File: config.mk
export PLATFORM = sky130hd
export DESIGN_NAME = truth_table_extractor
export DESIGN_NICKNAME = d
export VERILOG_FILES = /design/src/rtl/truth_table_extractor.sv
export SDC_FILE = /design/constraint.sdc
export NUM_CORES = 1
export LEC_CHECK = 0
export ABC_AREA = 1
export CAP_MARGIN = 20
export CORE_MARGIN = 2
export CORE_UTILIZATION = 45
export DETAILED_ROUTE_END_ITERATION = 8
export PLACE_DENSITY = 0.7
export SLEW_MARGIN = 0
export SYNTH_ARGS = -nofsm -noshare
export SYNTH_HDL_FRONTEND = slang
export SYNTH_SLANG_ARGS = --single-unit
export TNS_END_PERCENT = 100
File: constraint.sdc
create_clock -name clk -period 1.85 [get_ports clk]
set_input_delay 0.37 -clock clk [delete_from_list [all_inputs] [get_ports clk]]
set_output_delay 0.37 -clock clk [all_outputs]
set_load 0.03 [all_outputs]
File: src/rtl/truth_table_extractor.sv
// Sweeps an N-input combinational function through all 2^N vectors in ascending order,
// captures its truth table and ones-count, and compares the table against EXPECT.
module truth_table_extractor #(
  parameter int unsigned         N      = 4,
  parameter int unsigned         SETTLE = 1,
  parameter logic [(1<<N)-1:0]   EXPECT = 16'h7F77
) (
  input  logic              clk,
  input  logic              rst,
  input  logic              start,
  output logic [N-1:0]      vec,
  input  logic              f_in,
  output logic              busy,
  output logic              done,
  output logic [(1<<N)-1:0] table_out,
  output logic [N:0]        ones,
  output logic              match
);

  typedef enum logic [1:0] {IDLE, HOLD, SAMPLE, DONE} state_t;

  state_t              state, state_nxt;
  logic [3:0]          cnt;
  logic                last;
  logic [(1<<N)-1:0]   tbl_nxt;

  assign last = (vec == '1);

  always_ff @(posedge clk) begin
    if (rst) state <= IDLE;
    else     state <= state_nxt;
  end

  always_comb begin
    state_nxt = state;
    case (state)
      IDLE:    if (start) state_nxt = HOLD;
      HOLD:    if (cnt == '0) state_nxt = SAMPLE;
      SAMPLE:  state_nxt = last ? DONE : HOLD;
      DONE:    state_nxt = IDLE;
      default: state_nxt = IDLE;
    endcase
  end

  always_comb begin
    busy = (state == HOLD) || (state == SAMPLE);
    done = (state == DONE);
  end

  always_comb begin
    tbl_nxt      = table_out;
    tbl_nxt[vec] = f_in;
  end

  // match is resolved on the final SAMPLE edge so it is already valid during DONE.
  always_ff @(posedge clk) begin
    if (rst) begin
      vec       <= '0;
      cnt       <= '0;
      table_out <= '0;
      ones      <= '0;
      match     <= 1'b0;
    end else begin
      case (state)
        IDLE: begin
          if (start) begin
            vec       <= '0;
            cnt       <= 4'(SETTLE);
            table_out <= '0;
            ones      <= '0;
            match     <= 1'b0;
          end
        end
        HOLD: begin
          if (cnt != '0) cnt <= cnt - 4'd1;
        end
        SAMPLE: begin
          table_out <= tbl_nxt;
          ones      <= ones + (N+1)'(f_in);
          if (!last) begin
            vec <= vec + N'(1);
            cnt <= 4'(SETTLE);
          end else begin
            match <= (tbl_nxt == EXPECT);
          end
        end
        default: ;
      endcase
    end
  end

endmodule

# Yosys cells after proc, flatten, opt, wreduce, memory -nomap -nowiden
# Index checks and enable logic that the tools add are counted.
# W data, S select, Z words.
# classes
eq_ne,10
muxes,21
addsub,3
magnitude_cmp,2
n_reduce_logical,12
# op_table
op,n
$pmux W16 S2,1
$mux W4,5
$bwmux W16,1
$eq A16 B15 Y1 const B,1
$mux W16,1
$pmux W4 S3,1
$pmux W5 S2,1
$ne A2 B2 Y1 const B,4
$pmux W2 S4,1
$pmux W4 S2,1
$mux W2,3
$reduce_and A3 Y1,2
$add A5 B1 Y5,1
$lt A4 B5 Y1 const B,1
$mux W5,1
$add A4 B1 Y4 const B,1
$demux W1 S4,1
$eq A2 B2 Y1 const B,2
$eq A4 B4 Y1 const B,1
$ge A4 B1 Y1 const B,1
$logic_not A4 Y1,1
$reduce_and A2 Y1,2
$reduce_and A4 Y1,1
$reduce_bool A4 Y1,1
10 further kinds,12
# word_totals
inputBits,4
wordCells,54
register_bits,32
output_inout_bits,28

# Logic depth before layout (Yosys ltp)
# Gate-level depths: netlist of run 1.
# depth
depth_word,8
ltp_mapped,13
mapped_depth_nobuf,13

# Worst setup path after synthesis of run 1
# No wires, ideal clock.
# synth_path
path_kind,flip-flop to flip-flop
startpoint,reg vec[1]
endpoint,reg match
path_stages_with_launch,13
setup_slack_ns,0.164
path_buffers,1
setup_ns,0.065
arrival_ns,1.621
cell_sequence,dfxtp_1 -> ha_1 -> buf_2 -> nand3_1 -> nand2_1 -> nand2_1 -> inv_1 -> nand2_1 -> nor2_1 -> nand3_1 -> nor2_1 -> nor2_1 -> nor2_1
# synth_between
elab_chain_cells,8
word_cells_on_any_way,12
# synth_lines
element,line_no,rtl
from (decl),11,"output logic [N-1:0] vec,"
from (signal assigned),81,vec <= vec + N'(1);
$lt A4 B5 Y1 (implied by the code) or $ge A4 B1 Y1 (tied branches),52,tbl_nxt[vec] = f_in;
$logic_and A1 B1 Y1 (implied by the code),52,
$mux W1 (implied by the code),52,
$demux W1 S4,52,
$bwmux W16,52,
$eq A16 B15 Y1,84,match <= (tbl_nxt == EXPECT);
$mux W1,80,if (!last) begin
$pmux W1 S2,64,case (state)
to (signal assigned),84,
to (decl),17,output logic match
# Several ways; a longest one is shown, not always the timed one. The select of a mux whose other input is x is not followed.
# A chain may end at the register's enable or synchronous reset.

# Final worst setup path of run 1
# layout_path
startpoint,reg vec[2]
endpoint,out vec[2]
# No word-level cell between the ends.

==> impl_metrics.yaml, run 1 <==
status:
  status: "finished, final reports clean"
synth:
  ys_seq_area_share_pct: 35.02
  ys_seq_elements: 32
  syn_nets: 290
  ys_warn_count: 0
  syn_inst: 273
  synth_area_um2: 1829
  avgSynthCellArea_um2: 6.701
  ys_types: 23
cts:
  cts.path.max_buffers: 2
  h-tree-depth: 2
  insertion_delay_ns: 0.28
  cts-root-buf: "clkbuf_8"
  cts_tree: "done"
  clkTransAtPathRegs_ns: 0.06
  clock_sinks: 32
  numCtsBuffers: 5
  postCtsSetupRepairBufs: 0
floorplanning:
  die_x_um: 67.76
  placementRows: 23
  io-pin-count: 32
  die_area_um2: 4591
  dieHeight_um: 67.76
  start_util_pct: 46.40
  coreArea_um2: 3943
critical_path:
  reg2reg_from: "vec[1]$_SDFFE_PP0P_"
  path_cells: "clkdlybuf4s50_1"
  critPathBufInv: 1
  critical_path_arrival_ns: 1.35
  path_delay_family: "buffers and inverters"
  crit_fanout: 4
  critPathLaunchType: "flip-flop"
  slowest_delay_ns: 0.69
  r2r_cells: 10
  path_class: "flip-flop to output port"
  critical_path.reg2reg.endpoint: "match$_SDFFE_PP0P_"
  critPathSlowestCell: "clkdlybuf4s50_1"
  regToRegSetupSlack_ns: 0.18
  cp-end-kind: "output port"
  critPathRequiredTime_ns: 1.48
grt:
  grt_pass1_wl_um: 7086
  antenna_found_initial: 0
  globalRoute.totalOverflow: 0
  grt_max_degree: 25
  grt_pass1_vias: 1622
  grtUsageTotal_pct: 20.88
finish:
  final_cells: 362
  antenna_cells: 0
  area_growth_pct: 28.04
  drive_gt1_share_pct: 8.654
  fin_nets: 331
  layout_commonest_cell: "nand2_1"
  layout_common_cells: "nand2_1 (80), dfxtp_1 (32), clkdlybuf4s50_1 (26)"
sta:
  hold_ws_ns: 0.4817
  period_needed_ns: 1.722
  hold_viol_final: 0
  skew_ns: 0.005481
  slew_headroom_pct: 71.54
  worst_pin_slew_ns: 0.4263
  finalSetupViolCount: 0
  fin_crit_sh_pct: 93.11
  maxSlewViolCount: 0
  rsz0062_at_grt: "no"
  clock.fmax_mhz: 580.6
  setup_tns_ns: 0
job:
  cap_viol_max_count: 0
detailed_routing:
  wl_per_cell_um: 11.64
  drt_wl_total_um: 4215
  drtIter0Drc: 127
  drt_first_pass_iters: 5
  drc: 0
  vias: 1840
  ant_nets: 0
  via_per_inst: 5.083
worst_hold_path:
  min_to: "table_out[13]$_SDFFE_PP0P_"
  worstHoldPathCells: 2
  hp-class: "flip-flop to flip-flop"
  min-delay-start: "table_out[13]$_SDFFE_PP0P_"
place:
  port_buffers: 31
  globalplace.congestion: 0.8100
  dp_cells: 357
  dp_hpwl_um: 3023
power:
  vdd_drop_max_v: 0.0005770
  power_density_nw_per_um2: 953.0
  leakagePower_nw: 0.9301
flip-flops by register name (all words and copies together) (netlist names):
signal	flops
ones	5
table_out	16
match	1
cnt	4
vec	4
state	2
layer usage:
layer	vias to the layer above	share of wire (%)	GRT usage, %
met5	-	0	0
met4	0	1.4	7.908
met3	5	5.4	6.000
met2	41	46	34.44
met1	817	47	25.61
li1	977	-	-
what timing repair did:
action,4_1_cts,5_1_grt
endpoints found under the hold margin,0,0
hold buffers,0,0
endpoints found under the setup margin,4,11
resized for setup,4,4
worst min-delay path, stage by stage, from the launching register on:
cell and delay, ns:
dfxtp_1 0.32, nand2_1 0.06, a21oi_1 0.05
how the worst max path moves through the flow:
stage / start / end / depth (start not counted)
after floorplan: vec[1]$_SDFFE_PP0P_ / match$_SDFFE_PP0P_ / 12
after global placement: f_in / ones[4]$_SDFFE_PP0P_ / 7
after detailed placement: f_in / ones[4]$_SDFFE_PP0P_ / 7
after CTS: state[0]$_SDFFE_PP0P_ / busy / 3
after global routing: vec[1]$_SDFFE_PP0P_ / match$_SDFFE_PP0P_ / 11
final: vec[2]$_SDFFE_PP0P_ / vec[2] / 1
power breakdown:
group          internal (mW)  total [mW]  switching, mW
combinational          0.365       0.951          0.586
clock                  0.242       0.485          0.243
sequential             0.758       0.796         0.0379
total                   1.37        2.23          0.867
Yosys cell counts:
| cell | number | area (µm²) |
|---|---|---|
| a211oi_1 | 3 | 22.52 |
| a21oi_1 | 24 | 120.1 |
| a2bb2oi_1 | 1 | 8.760 |
| a41oi_1 | 1 | 8.760 |
| and3_1 | 3 | 18.77 |
| buf_2 | 3 | 15.01 |
| buf_4 | 3 | 22.52 |
| clkbuf_1 | 6 | 22.52 |
| clkinv_1 | 2 | 7.510 |
| dfxtp_1 | 32 | 640.6 |
| ha_1 | 13 | 162.7 |
| inv_1 | 24 | 90.09 |
| inv_2 | 1 | 3.750 |
| nand2_1 | 81 | 304.0 |
| nand3_1 | 25 | 125.1 |
| nand4_1 | 10 | 62.56 |
| nor2_1 | 21 | 78.83 |
| nor2_2 | 1 | 6.260 |
| nor3_1 | 9 | 45.04 |
| o211ai_2 | 1 | 12.51 |
| o21a_1 | 1 | 7.510 |
| o21ai_0 | 7 | 35.03 |
| xor2_1 | 1 | 8.760 |
metrics by stage:
stage	total power, mW	util (%)	setup WS (ns)	instance area (µm²)
floorplan	1.436	-	0.1636	1829
global placement	1.775	57.76	0.07147	2277
detailed placement	1.786	57.76	0.0007548	2277
CTS	2.254	59.38	0.04495	2341
global route	2.418	59.41	0.003197	2342
finish	2.232	59.41	0.1275	2342
cells by family (layout without fill, tap and decap cells):
| kind of cell | count (synthesis) | after routing | share of synthesized area, % |
|---|---|---|---|
| fa+ha+maj | 13 | 13 | 8.892 |
| compound gates | 38 | 38 | 11.76 |
| flops | 32 | 32 | 35.02 |
| buf+inv | 39 | 78 | 8.823 |
| simple gates | 150 | 150 | 35.02 |
| xor+xnor | 1 | 1 | 0.4789 |
area by class of cell:
cell class              count  area [µm²]
repair buffers             46       436.7
fillers                   376        1600
clock buffers               5       68.82
inverters                  27       101.3
well taps                  50       62.56
multi-input cells         202        1032
flip-flops and latches     32       640.6
Power figures use the tool's default switching activity.
==> inputs of run 2 (changes only) <==
--- a/config.mk
+++ b/config.mk
@@ -7,10 +7,9 @@
 export LEC_CHECK = 0
 export ABC_AREA = 1
 export CAP_MARGIN = 20
-export CORE_MARGIN = 2
-export CORE_UTILIZATION = 45
+export CORE_UTILIZATION = 33
 export DETAILED_ROUTE_END_ITERATION = 8
-export PLACE_DENSITY = 0.7
+export MAX_ROUTING_LAYER = met4
 export SLEW_MARGIN = 0
 export SYNTH_ARGS = -nofsm -noshare
 export SYNTH_HDL_FRONTEND = slang
==> run 2 against run 1 <==
Compared with the run above: final cell count is 5.8% higher; critical path type unchanged; clock-buffer cell count is 1 higher; sequential power is 0.8% higher; global-route usage is 4.1 points lower; clock skew hardly changed.
==> impl_metrics.yaml, run 2 (synthesized netlist as in run 1, its figures left out) <==
power:
  vdd_drop_max_v: 0.0004010
  power_density_nw_per_um2: 951.3
  leakagePower_nw: 0.9381
  total_power_mw: 2.254
cts:
  clkTransAtPathRegs_ns: 0.06
  insertion_delay_ns: 0.28
  cts_tree: "done"
  h-tree-depth: 2
  cts.path.max_buffers: 2
  clock_sinks: 32
  cts-root-buf: "clkbuf_8"
  numCtsBuffers: 5
finish:
  top_regs: "table_out x16, ones x5"
  largest_reg_flops: 16
  area_growth_pct: 29.55
  multi_input_area_um2: 1035
  final_cells: 383
  regArea_um2: 643.1
  fin_nets: 330
  final_util_pct: 45.25
  antenna_cells: 0
  layout_common_cells: "nand2_1 (80), dfxtp_1 (30), clkdlybuf4s50_1 (26)"
  largest_register: "table_out"
  fill_cells: 540
  drive_gt1_share_pct: 9.265
  layout_commonest_cell: "nand2_1"
sta:
  maxSlewViolCount: 0
  skew_ns: 0.005171
  worst_pin_slew_ns: 0.3266
  clock.fmax_mhz: 563.3
  hold_ws_ns: 0.4771
  rsz0062_at_grt: "no"
  slew_headroom_pct: 77.99
  setup_tns_ns: 0
  finalSetupViolCount: 0
  period_needed_ns: 1.775
  fin_crit_sh_pct: 95.95
  hold_viol_final: 0
detailed_routing:
  drt_wl_total_um: 4339
  vias: 1833
  drtIter0Drc: 85
  top_layer_used: "met4"
  via_per_inst: 4.786
  routed-wl-met2_um: 1959
  wl_met1_um: 2196
  drc: 0
  drt_first_pass_iters: 4
  ant_nets: 0
  wl_per_cell_um: 11.33
  met3_length_um: 126
critical_path:
  crit_fanout: 5
  critPathLaunchType: "flip-flop"
  slowest_delay_ns: 0.71
  path_cells: "clkdlybuf4s50_1"
  critical_path_arrival_ns: 1.41
  path_class: "flip-flop to output port"
  critPathBufInv: 1
  critPathSlowestCell: "clkdlybuf4s50_1"
  cp-end-kind: "output port"
  critPathRequiredTime_ns: 1.48
  path_delay_family: "buffers and inverters"
grt:
  grt_pass1_vias: 1661
  grt_max_degree: 25
  grtUsageTotal_pct: 16.73
  globalRoute.totalOverflow: 0
  antenna_found_initial: 0
  grt_pass1_wl_um: 7700
place:
  dp_cells: 375
  globalplace.congestion: 0.8361
  dp_hpwl_um: 3125
  port_buffers: 31
status:
  status: "finished, final reports clean"
floorplanning:
  placementRows: 26
  die_x_um: 76.45
  io-pin-count: 32
  dieHeight_um: 76.45
  die_area_um2: 5845
  coreArea_um2: 5238
  start_util_pct: 34.93
worst_hold_path:
  hp-class: "flip-flop to flip-flop"
job:
  cap_viol_max_count: 0
-- run 2: changes by cell type in the layout (fill, tap and decap cells not counted), sizes merged --
| cell | change |
|---|---|
| clkdlybuf4s15 | +1 |
| dlygate4sd2 | -1 |
| buf | -1 |
| dlymetal6s2s | +1 |
| clkinv | +1 |
-- run 2: stage by stage --
step,setup WS [ns],area (µm²)
final,0.07487,2370
after global routing,0.006784,2370
after CTS,0.01340,2349
after detailed placement,0.05544,2275
after global placement,0.07532,2275
after floorplan,0.1636,1829
-- run 2: routing by layer --
layer	global-route usage, %	vias up
li1	-	977
met1	20.42	822
met2	27.03	27
met3	3.952	7
met4	5.577	0
met5	-	-
-- run 2: power by group --
group | switching (mW) | leakage, nW | internal, mW
logic | 0.590 | 0.637 | 0.358
registers | 0.0426 | 0.260 | 0.759
clock network | 0.249 | 0.0410 | 0.255
total | 0.881 | 0.938 | 1.37
-- run 2: repair_timing --
action	CTS	global route
hold buffers	0	0
setup endpoints to repair	3	5
buffers inserted	0	1
resized for setup	3	7
-- run 2: final timing paths --
kind / start / end / slack [ns] / cells past startpoint
min: table_out[0]$_SDFFE_PP0P_ / table_out[0]$_SDFFE_PP0P_ / 0.48 / 2
max: vec[2]$_SDFFE_PP0P_ / vec[2] / 0.07 / 1
min reg2reg: table_out[0]$_SDFFE_PP0P_ / table_out[0]$_SDFFE_PP0P_ / 0.48 / 2
max reg2reg: state[0]$_SDFFE_PP0P_ / vec[0]$_SDFFE_PP0P_ / 0.19 / 8
-- run 2: cell type report --
| cell class | count | share of cell area, % |
|---|---|---|
| inverter | 27 | 4.277 |
| sequential | 32 | 27.14 |
| clock inverter | 1 | 0.2112 |
| timing repair buffer | 45 | 17.95 |
| multi-input combinational | 202 | 43.66 |
| clock buffer | 6 | 3.062 |
| tap | 70 | 3.696 |
==> inputs of run 3 (changes only) <==
--- a/config.mk
+++ b/config.mk
@@ -10,7 +10,7 @@
 export CORE_UTILIZATION = 33
 export DETAILED_ROUTE_END_ITERATION = 8
 export MAX_ROUTING_LAYER = met4
-export SLEW_MARGIN = 0
+export SLEW_MARGIN = 20
 export SYNTH_ARGS = -nofsm -noshare
 export SYNTH_HDL_FRONTEND = slang
 export SYNTH_SLANG_ARGS = --single-unit
==> results of run 3 <==
No change in the layout: final DEF, timing and power equal those of run 2.
